$ cat src/rtl/frog_pkg.sv
// Shared definitions for the frog_chip sequencer: FSM states and default widths.
package frog_pkg;

    localparam int FROG_N     = 8;
    localparam int FROG_CNT_W = 16;

    typedef enum logic [1:0] {
        ST_IDLE,
        ST_LOAD,
        ST_RUN,
        ST_FLUSH
    } frog_state_e;

endpackage

$ cat src/rtl/frog_deser.sv
// Packs captured chip bits LSB first into N-bit words and holds the
// finished word in a single valid/ready output buffer.
module frog_deser
    import frog_pkg::*;
#(
    parameter int N = FROG_N
) (
    input  logic         clk,
    input  logic         rst_n,
    input  logic         clr,
    input  logic         cap,
    input  logic         bit_in,
    input  logic         last,
    input  logic         word_ready,
    output logic         word_end,
    output logic         word_valid,
    output logic [N-1:0] word_data
);

    localparam int IW = (N > 1) ? $clog2(N) : 1;

    logic [N-1:0]  sh_q;
    logic [IW-1:0] idx_q;
    logic [N-1:0]  buf_q;
    logic          vld_q;

    // The next captured bit closes the current word (full or final partial).
    assign word_end   = (idx_q == IW'(N - 1)) || last;
    assign word_valid = vld_q;
    assign word_data  = buf_q;

    always_ff @(posedge clk or negedge rst_n) begin
        if (!rst_n) begin
            sh_q  <= '0;
            idx_q <= '0;
            buf_q <= '0;
            vld_q <= 1'b0;
        end else if (clr) begin
            sh_q  <= '0;
            idx_q <= '0;
            vld_q <= 1'b0;
        end else begin
            if (vld_q && word_ready)
                vld_q <= 1'b0;
            if (cap) begin
                if (word_end) begin
                    // Unfilled upper bits of sh_q are still zero, giving the padding.
                    buf_q <= sh_q | ({{(N-1){1'b0}}, bit_in} << idx_q);
                    vld_q <= 1'b1;
                    sh_q  <= '0;
                    idx_q <= '0;
                end else begin
                    sh_q[idx_q] <= bit_in;
                    idx_q       <= idx_q + IW'(1);
                end
            end
        end
    end

endmodule

$ cat src/rtl/frog_sequencer.sv
// Loads program/seed into frog_chip serially, then collects cfg_count output
// bits as N-bit words. FROG_SEQ_ZERO_SEED_GUARD_EN rejects zero-seed jobs.
module frog_sequencer
    import frog_pkg::*;
#(
    parameter int N     = FROG_N,
    parameter int CNT_W = FROG_CNT_W
) (
    input  logic             clk,
    input  logic             rst_n,
    input  logic             cfg_valid,
    output logic             cfg_ready,
    input  logic [N-1:0]     cfg_program,
    input  logic [N-1:0]     cfg_seed,
    input  logic [CNT_W-1:0] cfg_count,
    input  logic             abort,
    output logic             chip_load,
    output logic             chip_program,
    output logic             chip_seed,
    output logic             chip_enable,
    input  logic             chip_out,
    output logic             word_valid,
    output logic [N-1:0]     word_data,
    input  logic             word_ready,
    output logic             busy,
    output logic             done,
    output logic             err
);

    localparam int IW = (N > 1) ? $clog2(N) : 1;

    frog_state_e      state_q, state_d;
    logic [N-1:0]     prog_q, seed_q;
    logic [CNT_W-1:0] cnt_q;
    logic [IW-1:0]    lidx_q;
    logic             zero_seed, word_end, deser_clr;

`ifdef FROG_SEQ_ZERO_SEED_GUARD_EN
    assign zero_seed = (cfg_seed == '0);
`else
    assign zero_seed = 1'b0;
`endif

    assign deser_clr = abort && (state_q != ST_IDLE);

    always_ff @(posedge clk or negedge rst_n) begin
        if (!rst_n) state_q <= ST_IDLE;
        else        state_q <= state_d;
    end

    always_comb begin
        state_d      = state_q;
        cfg_ready    = 1'b0;
        busy         = 1'b1;
        chip_load    = 1'b0;
        chip_program = 1'b0;
        chip_seed    = 1'b0;
        chip_enable  = 1'b0;
        done         = 1'b0;
        err          = 1'b0;
        unique case (state_q)
            ST_IDLE: begin
                busy      = 1'b0;
                cfg_ready = !abort;
                if (cfg_valid && !abort) begin
                    if (zero_seed) err     = 1'b1;
                    else           state_d = ST_LOAD;
                end
            end
            ST_LOAD: begin
                chip_load    = 1'b1;
                chip_program = prog_q[lidx_q];
                chip_seed    = seed_q[lidx_q];
                if (lidx_q == IW'(N - 1))
                    state_d = (cnt_q == '0) ? ST_FLUSH : ST_RUN;
            end
            ST_RUN: begin
                // Hold the chip when the closing bit would land on an unaccepted word.
                chip_enable = !(word_end && word_valid && !word_ready);
                if (chip_enable && cnt_q == CNT_W'(1))
                    state_d = ST_FLUSH;
            end
            ST_FLUSH: begin
                if (!word_valid || word_ready) begin
                    done    = 1'b1;
                    state_d = ST_IDLE;
                end
            end
            default: state_d = ST_IDLE;
        endcase
        if (deser_clr) begin
            state_d = ST_IDLE;
            done    = 1'b0;
        end
    end

    always_ff @(posedge clk or negedge rst_n) begin
        if (!rst_n) begin
            prog_q <= '0;
            seed_q <= '0;
            cnt_q  <= '0;
            lidx_q <= '0;
        end else begin
            if (state_q == ST_IDLE && cfg_valid && cfg_ready && !zero_seed) begin
                prog_q <= cfg_program;
                seed_q <= cfg_seed;
                cnt_q  <= cfg_count;
                lidx_q <= '0;
            end
            if (state_q == ST_LOAD)
                lidx_q <= lidx_q + IW'(1);
            if (chip_enable)
                cnt_q <= cnt_q - CNT_W'(1);
        end
    end

    frog_deser #(.N(N)) u_deser (
        .clk        (clk),
        .rst_n      (rst_n),
        .clr        (deser_clr),
        .cap        (chip_enable),
        .bit_in     (chip_out),
        .last       (cnt_q == CNT_W'(1)),
        .word_ready (word_ready),
        .word_end   (word_end),
        .word_valid (word_valid),
        .word_data  (word_data)
    );

endmodule
$ cat config.mk
export PLATFORM = sky130hd
export DESIGN_NAME = frog_sequencer
export DESIGN_NICKNAME = d
export VERILOG_FILES = /design/src/rtl/frog_pkg.sv /design/src/rtl/frog_deser.sv /design/src/rtl/frog_sequencer.sv
export SDC_FILE = /design/constraint.sdc
export NUM_CORES = 1
export LEC_CHECK = 0
export ABC_AREA = 1
export CAP_MARGIN = 10
export CORE_ASPECT_RATIO = 2
export CORE_UTILIZATION = 53
export CTS_CLUSTER_DIAMETER = 50
export DETAILED_ROUTE_END_ITERATION = 6
export GPL_ROUTABILITY_DRIVEN = 0
export GPL_TIMING_DRIVEN = 1
export PLACE_DENSITY = 0.8
export SETUP_SLACK_MARGIN = 0.15
export SYNTH_ARGS = -nofsm -noshare
export SYNTH_HDL_FRONTEND = slang
export SYNTH_SLANG_ARGS = --single-unit
export TNS_END_PERCENT = 30
$ cat constraint.sdc
create_clock -name clk -period 1.94 [get_ports clk]
set_input_delay 0.388 -clock clk [delete_from_list [all_inputs] [get_ports clk]]
set_output_delay 0.388 -clock clk [all_outputs]
set_load 0.01 [all_outputs]
==> results of run 1 <==
==> synth_stat cells, types with 2 or more instances <==
cell type    n  share of area
a21oi_1      2         0.0031
a31oi_1      2         0.0038
buf_2        5         0.0077
buf_6        3          0.010
clkbuf_1     4         0.0046
dfrtp_1     57           0.44
ha_1        12          0.046
inv_1       27          0.031
inv_2        2         0.0023
nand2_1    176           0.20
nand2_2      4         0.0077
nand3_1     36          0.055
nand4_1      2         0.0038
nor2_1      54          0.062
nor2_2       3         0.0058
o21ai_0     23          0.035
o21ai_1     12          0.018
o22ai_1      2         0.0038
or2_2        5         0.0096
xnor2_1      6          0.016
xor2_1       6          0.016
==> per-layer routing <==
layer | global-route usage | vias to the layer above
li1 | - | 1652
met1 | 0.321 | 1657
met2 | 0.554 | 180
met3 | 0.0720 | 46
met4 | 0.190 | 0
met5 | 0 | -
==> how the worst max path moves through the flow <==
stage | start | end | depth (start not counted)
after global placement | word_ready | chip_enable | 4
after detailed placement | word_ready | chip_enable | 4
after global routing | cnt_q[1] | chip_enable | 8
after CTS | cnt_q[1] | chip_enable | 8
final | cnt_q[1] | chip_enable | 8
after floorplan | state_q[0] | u_deser.word_data[3] | 10
==> registers in the layout, summed over array words and instances, names as in the netlist <==
name / count
cnt_q: 16
prog_q: 8
seed_q: 8
u_deser.sh_q: 8
u_deser.word_data: 8
lidx_q: 3
u_deser.idx_q: 3
state_q: 2
u_deser.word_valid: 1
==> report_power, final <==
group          switching [mW]  leakage (nW)  total (mW)  internal (mW)
Combinational            2.10          1.50        3.72           1.62
Sequential              0.337         0.734        1.97           1.64
Clock                   0.541         0.138        1.50          0.958
Total                    2.98          2.37        7.20           4.22
==> cell families (layout without fill, tap and decap cells) <==
logic type,count (synthesis),after routing,share of synthesized area
AND/OR/NAND/NOR,283,283,0.354
flip-flops,57,57,0.437
AO/OA/AOI/OAI,44,44,0.0717
buffers and inverters,42,157,0.0583
adder cells (fa/ha/maj),12,12,0.0460
XOR/XNOR,12,12,0.0322
other,1,1,0.00115
==> cell type report <==
type                            instances  area share
Sequential cell                        57       0.299
Clock buffer                           13      0.0566
Tap cell                               63      0.0165
Clock inverter                          2     0.00262
Timing Repair Buffer                  113       0.211
Inverter                               29      0.0233
Multi-Input combinational cell        352       0.391
==> worst register-to-register path: stages, from the launching register on <==
cell,delay [ps]
dfrtp_1,400
inv_2,120
ha_4,170
nand2_2,60
nor2_1,100
nand2_1,100
nand2_2,110
buf_4,120
buf_4,120
nand2_2,60
nand2_4,120
buf_12,180
nand3_1,110
nand3_1,120
==> what timing repair did <==
item / CTS / global route
endpoints found under the setup margin: 20 / 47
buffers inserted: 7 / 1
pin swaps: 9 / 9
resized for setup: 53 / 42
==> impl_metrics.ini, run 1 <==
[status]
violations = DRC, setup timing
status = complete, but fails checks

[power]
p_leak_nw = 2.37
ir_worst_vdd_v = 0.000872
totalPowerFinal_mw = 7.20
pwr_density_cell_nw_per_um2 = 1510

[cells_and_area]
syn_to_final_growth_pct = 46.4
diodes = 0
seqCellArea_um2 = 1430
final_util = 0.802
multi_input_area_um2 = 1870
drive_above_1_share = 0.254
mostFrequentLayoutCell = nand2_1
n_fill_cell = 377
final_nets = 612
final_cell_mix = nand2_1 (170), dfrtp_1 (56), buf_4 (53)
final_cell_area_um2 = 4780
final_cells = 629

[logic_synthesis]
postSynthCellCount = 451
synth.avg_cell_area_um2 = 7.24
yosysUniqueCellTypes = 29
synth_fp_nets = 501
async_flop_share = 1.00
synth_edf_count = 0
ys_ff_latch = 57
yosysSeqAreaShare = 0.437
synthFlopType = dfrtp_1
syn_area_um2 = 3260
yosysWarningCount = 0

[clock_network]
cts_inserted_buffers = 9
cts_buffer_depth = 2
ctsHoldBuffers = 0
cts.sinks = 57
clk_pin_slew_ps = 50
clk_latency_ps = 330
h-tree-depth = 3
clockRootBuffer = clkbuf_16
cts_tree = done

[timing]
setup_viol = 6
max_freq_ghz = 0.496
drv_slew = 0
fin_tns_setup_ps = -113
rsz0062_at_grt = yes
relSlewSlack = 0.654
layout_setup_ws_ps = -75.8
max_slew.worst_pin.slew_ps = 518
finalCritPeriodShare = 1.04
whs_ps = 47.7
clock-skew-final_ps = 6.20
hold_viol_final = 0
min_period_ps = 2020

[worst_setup_path]
worst-path-max-fanout = 2
critical_path.max_stage_delay_ps = 380
worst_ep_arrival_time_ps = 1630
end_kind = output pin
r2r-end = cnt_q[5]
r2r-start = cnt_q[1]
r2r_cells = 13
crit_family = flip-flops
critPathSlowestCell = dfrtp_1
crit_type = reg2out
worstPathCellList = inv_2 > ha_4 > nand2_2 > nor2_1 > nand2_1 > nand2_2 > a21oi_4 > buf_2
critPathBufInv = 2
rrSetupSlack_ps = -10
critPathRequiredTime_ps = 1550
cp_common_cell = nand2_2
start_kind = flip-flop

[route]
post-route-drc-count = 2
dr_wl_met3_um = 561
ant_nets = 0
drt_pass1_iterations = 7
drt_iter0_drc = 298
vias = 3535
via_per_inst = 5.62
top_signal_layer_used = met4
routedWlPerCell_um = 16.3
wl_met2_mm = 5.66
wl_mm = 10.3
drt-met1-wl_mm = 3.56

[die]
start_util = 0.548
die_w_um = 57.5
core_um2 = 5960
die-area_um2 = 6490
io_pins = 55
placementRows = 40
die_height_um = 113

[place]
post-place-cells = 606
dp.final_hpwl_mm = 6.10
preCtsSetupSlack_ps = -172
io_buffers = 53
place_area_um2 = 4220

[grt]
grt_pass1_vias = 3512
antenna_found_initial = 0
grt_pass1_wl_mm = 15.4
grtUsageTotal = 0.313
grt_max_degree = 58
overflow = 0

[hold_path]
hold_class = in2async

[job]
max_cap_violations = 0
Note: power is estimated with default switching activity, not from simulation.
==> inputs of run 2 (changes only) <==
CORE_MARGIN = 4   (was default)
==> run 2 against run 1 <==
Net effect:
- the flow finishes with violations (setup timing)
- final cell count is 0.95% higher
- clock skew is 1.7 ps higher
- non-clock buffer count is 5 higher
- wire length is 7.0% higher
- global-route usage is 5.5 points lower
- first-iteration DRC count is 56% higher
- worst hold slack worse by 1.4 ps
- critical endpoint unchanged
- highest routed layer unchanged
==> impl_metrics.ini, run 2 (synthesis gave the netlist of run 1 again) <==
[grt]
grt_max_degree = 58
antenna_found_initial = 0
grtUsageTotal = 0.257
grt_pass1_vias = 3498
overflow = 0
grt_pass1_wl_mm = 15.3

[clock_network]
clk_latency_ps = 340
cts_tree = done
clk_pin_slew_ps = 50
h-tree-depth = 3
cts_inserted_buffers = 9
clockRootBuffer = clkbuf_16
ctsHoldBuffers = 0
cts_buffer_depth = 2
cts.sinks = 57

[timing]
whs_ps = 46.3
clock-skew-final_ps = 7.88
setup_viol = 2
hold_viol_final = 0
rsz0062_at_grt = yes
drv_slew = 0
fin_tns_setup_ps = -48.3
max_freq_ghz = 0.509
min_period_ps = 1970
layout_setup_ws_ps = -25.3
finalCritPeriodShare = 1.01

[power]
ir_worst_vdd_v = 0.000971
pwr-share-seq = 0.260
swShare = 0.412
totalPowerFinal_mw = 7.62
clockPowerShare = 0.217
switchingPower_mw = 3.14
p_comb_frac = 0.523
p_leak_nw = 2.44
p_int_mw = 4.49
pwr_density_cell_nw_per_um2 = 1550

[place]
place_area_um2 = 4220
dp.final_hpwl_mm = 6.31
io_buffers = 53
post-place-cells = 607
preCtsSetupSlack_ps = -179

[cells_and_area]
mostFrequentLayoutCell = nand2_1
regMostFlops = cnt_q
diodes = 0
final_cells = 635
final_nets = 617
final_cell_mix = nand2_1 (157), dfrtp_1 (56), buf_4 (52)
largest_reg_flops = 16
drive_above_1_share = 0.276
final_cell_area_um2 = 4930
syn_to_final_growth_pct = 51.0
final_util = 0.820

[status]
status = complete, but fails checks
violations = setup timing

[route]
vias = 3604
wl_mm = 11.0
via_per_inst = 5.68
drt_iter0_drc = 466
routedWlPerCell_um = 17.3
ant_nets = 0
post-route-drc-count = 0
drt_pass1_iterations = 6

[die]
io_pins = 55
die_w_um = 63.5
die_height_um = 119
die-area_um2 = 7550
placementRows = 40
core_um2 = 6010
start_util = 0.543

[worst_setup_path]
start_kind = flip-flop
crit_type = reg2out
worst-path-max-fanout = 2
worst_ep_arrival_time_ps = 1580
critPathRequiredTime_ps = 1550
end_kind = output pin

[hold_path]
hold_class = in2async

[job]
max_cap_violations = 0
run 2: changes by cell type in the layout (fill, tap and decap cells not counted), sizes merged:
cell / before / now
buf: 68 / 71
clkbuf: 13 / 16
bufinv: 0 / 1
clkinvlp: 1 / 0
run 2: final timing paths:
kind / to / cells past startpoint / startpoint / slack (ps)
worst max-delay path: chip_enable / 6 / u_deser.idx_q[0] / -30
worst min-delay path: seed_q[4] / 2 / rst_n / 50
worst max register to register: u_deser.sh_q[4] / 14 / cnt_q[2] / 30
worst min register to register: u_deser.sh_q[0] / 2 / u_deser.sh_q[0] / 470
max in group asynchronous: lidx_q[0] / 2 / rst_n / 1620
min in group clk: u_deser.sh_q[0] / 2 / u_deser.sh_q[0] / 470
run 2: layout make-up:
class,instances,area [um^2]
clock inverters,2,35.0
multi-input cells,352,1910
flip-flops and latches,57,1430
fillers,347,1080
clock buffers,14,274
well taps,63,78.8
repair buffers,118,1090
inverters,29,111
run 2: metal layers:
| layer | up-vias | wire, um | GRT usage |
|---|---|---|---|
| met2 | 178 | 5830 | 0.462 |
| met5 | - | 0 | 0 |
| li1 | 1658 | - | - |
| met4 | 0 | 738 | 0.138 |
| met3 | 68 | 667 | 0.0623 |
| met1 | 1700 | 3760 | 0.267 |
run 2: critical path, stage by stage, from the launching register on:
cell     delay [ps]
dfrtp_1         390
ha_2            180
ha_2            170
inv_2           100
nand2_4          70
a21oi_4         160
buf_2           160
run 2: power groups by stage:
stage / combinational, mW / sequential (mW) / clock, mW
floorplan: 1.77 / 1.92 / 0
global placement: 2.96 / 1.91 / 0
detailed placement: 3.08 / 1.92 / 0
CTS: 3.23 / 1.94 / 1.65
global route: 4.32 / 2.02 / 1.72
finish: 3.99 / 1.98 / 1.65
run 2: timing repair:
action                                 4_1_cts  5_1_grt
setup endpoints to repair                   22       44
gates cloned                                 0        2
endpoints found under the hold margin        0        0
pin swaps                                   10       22
buffers inserted                             6        4
gates resized for setup                     51       73
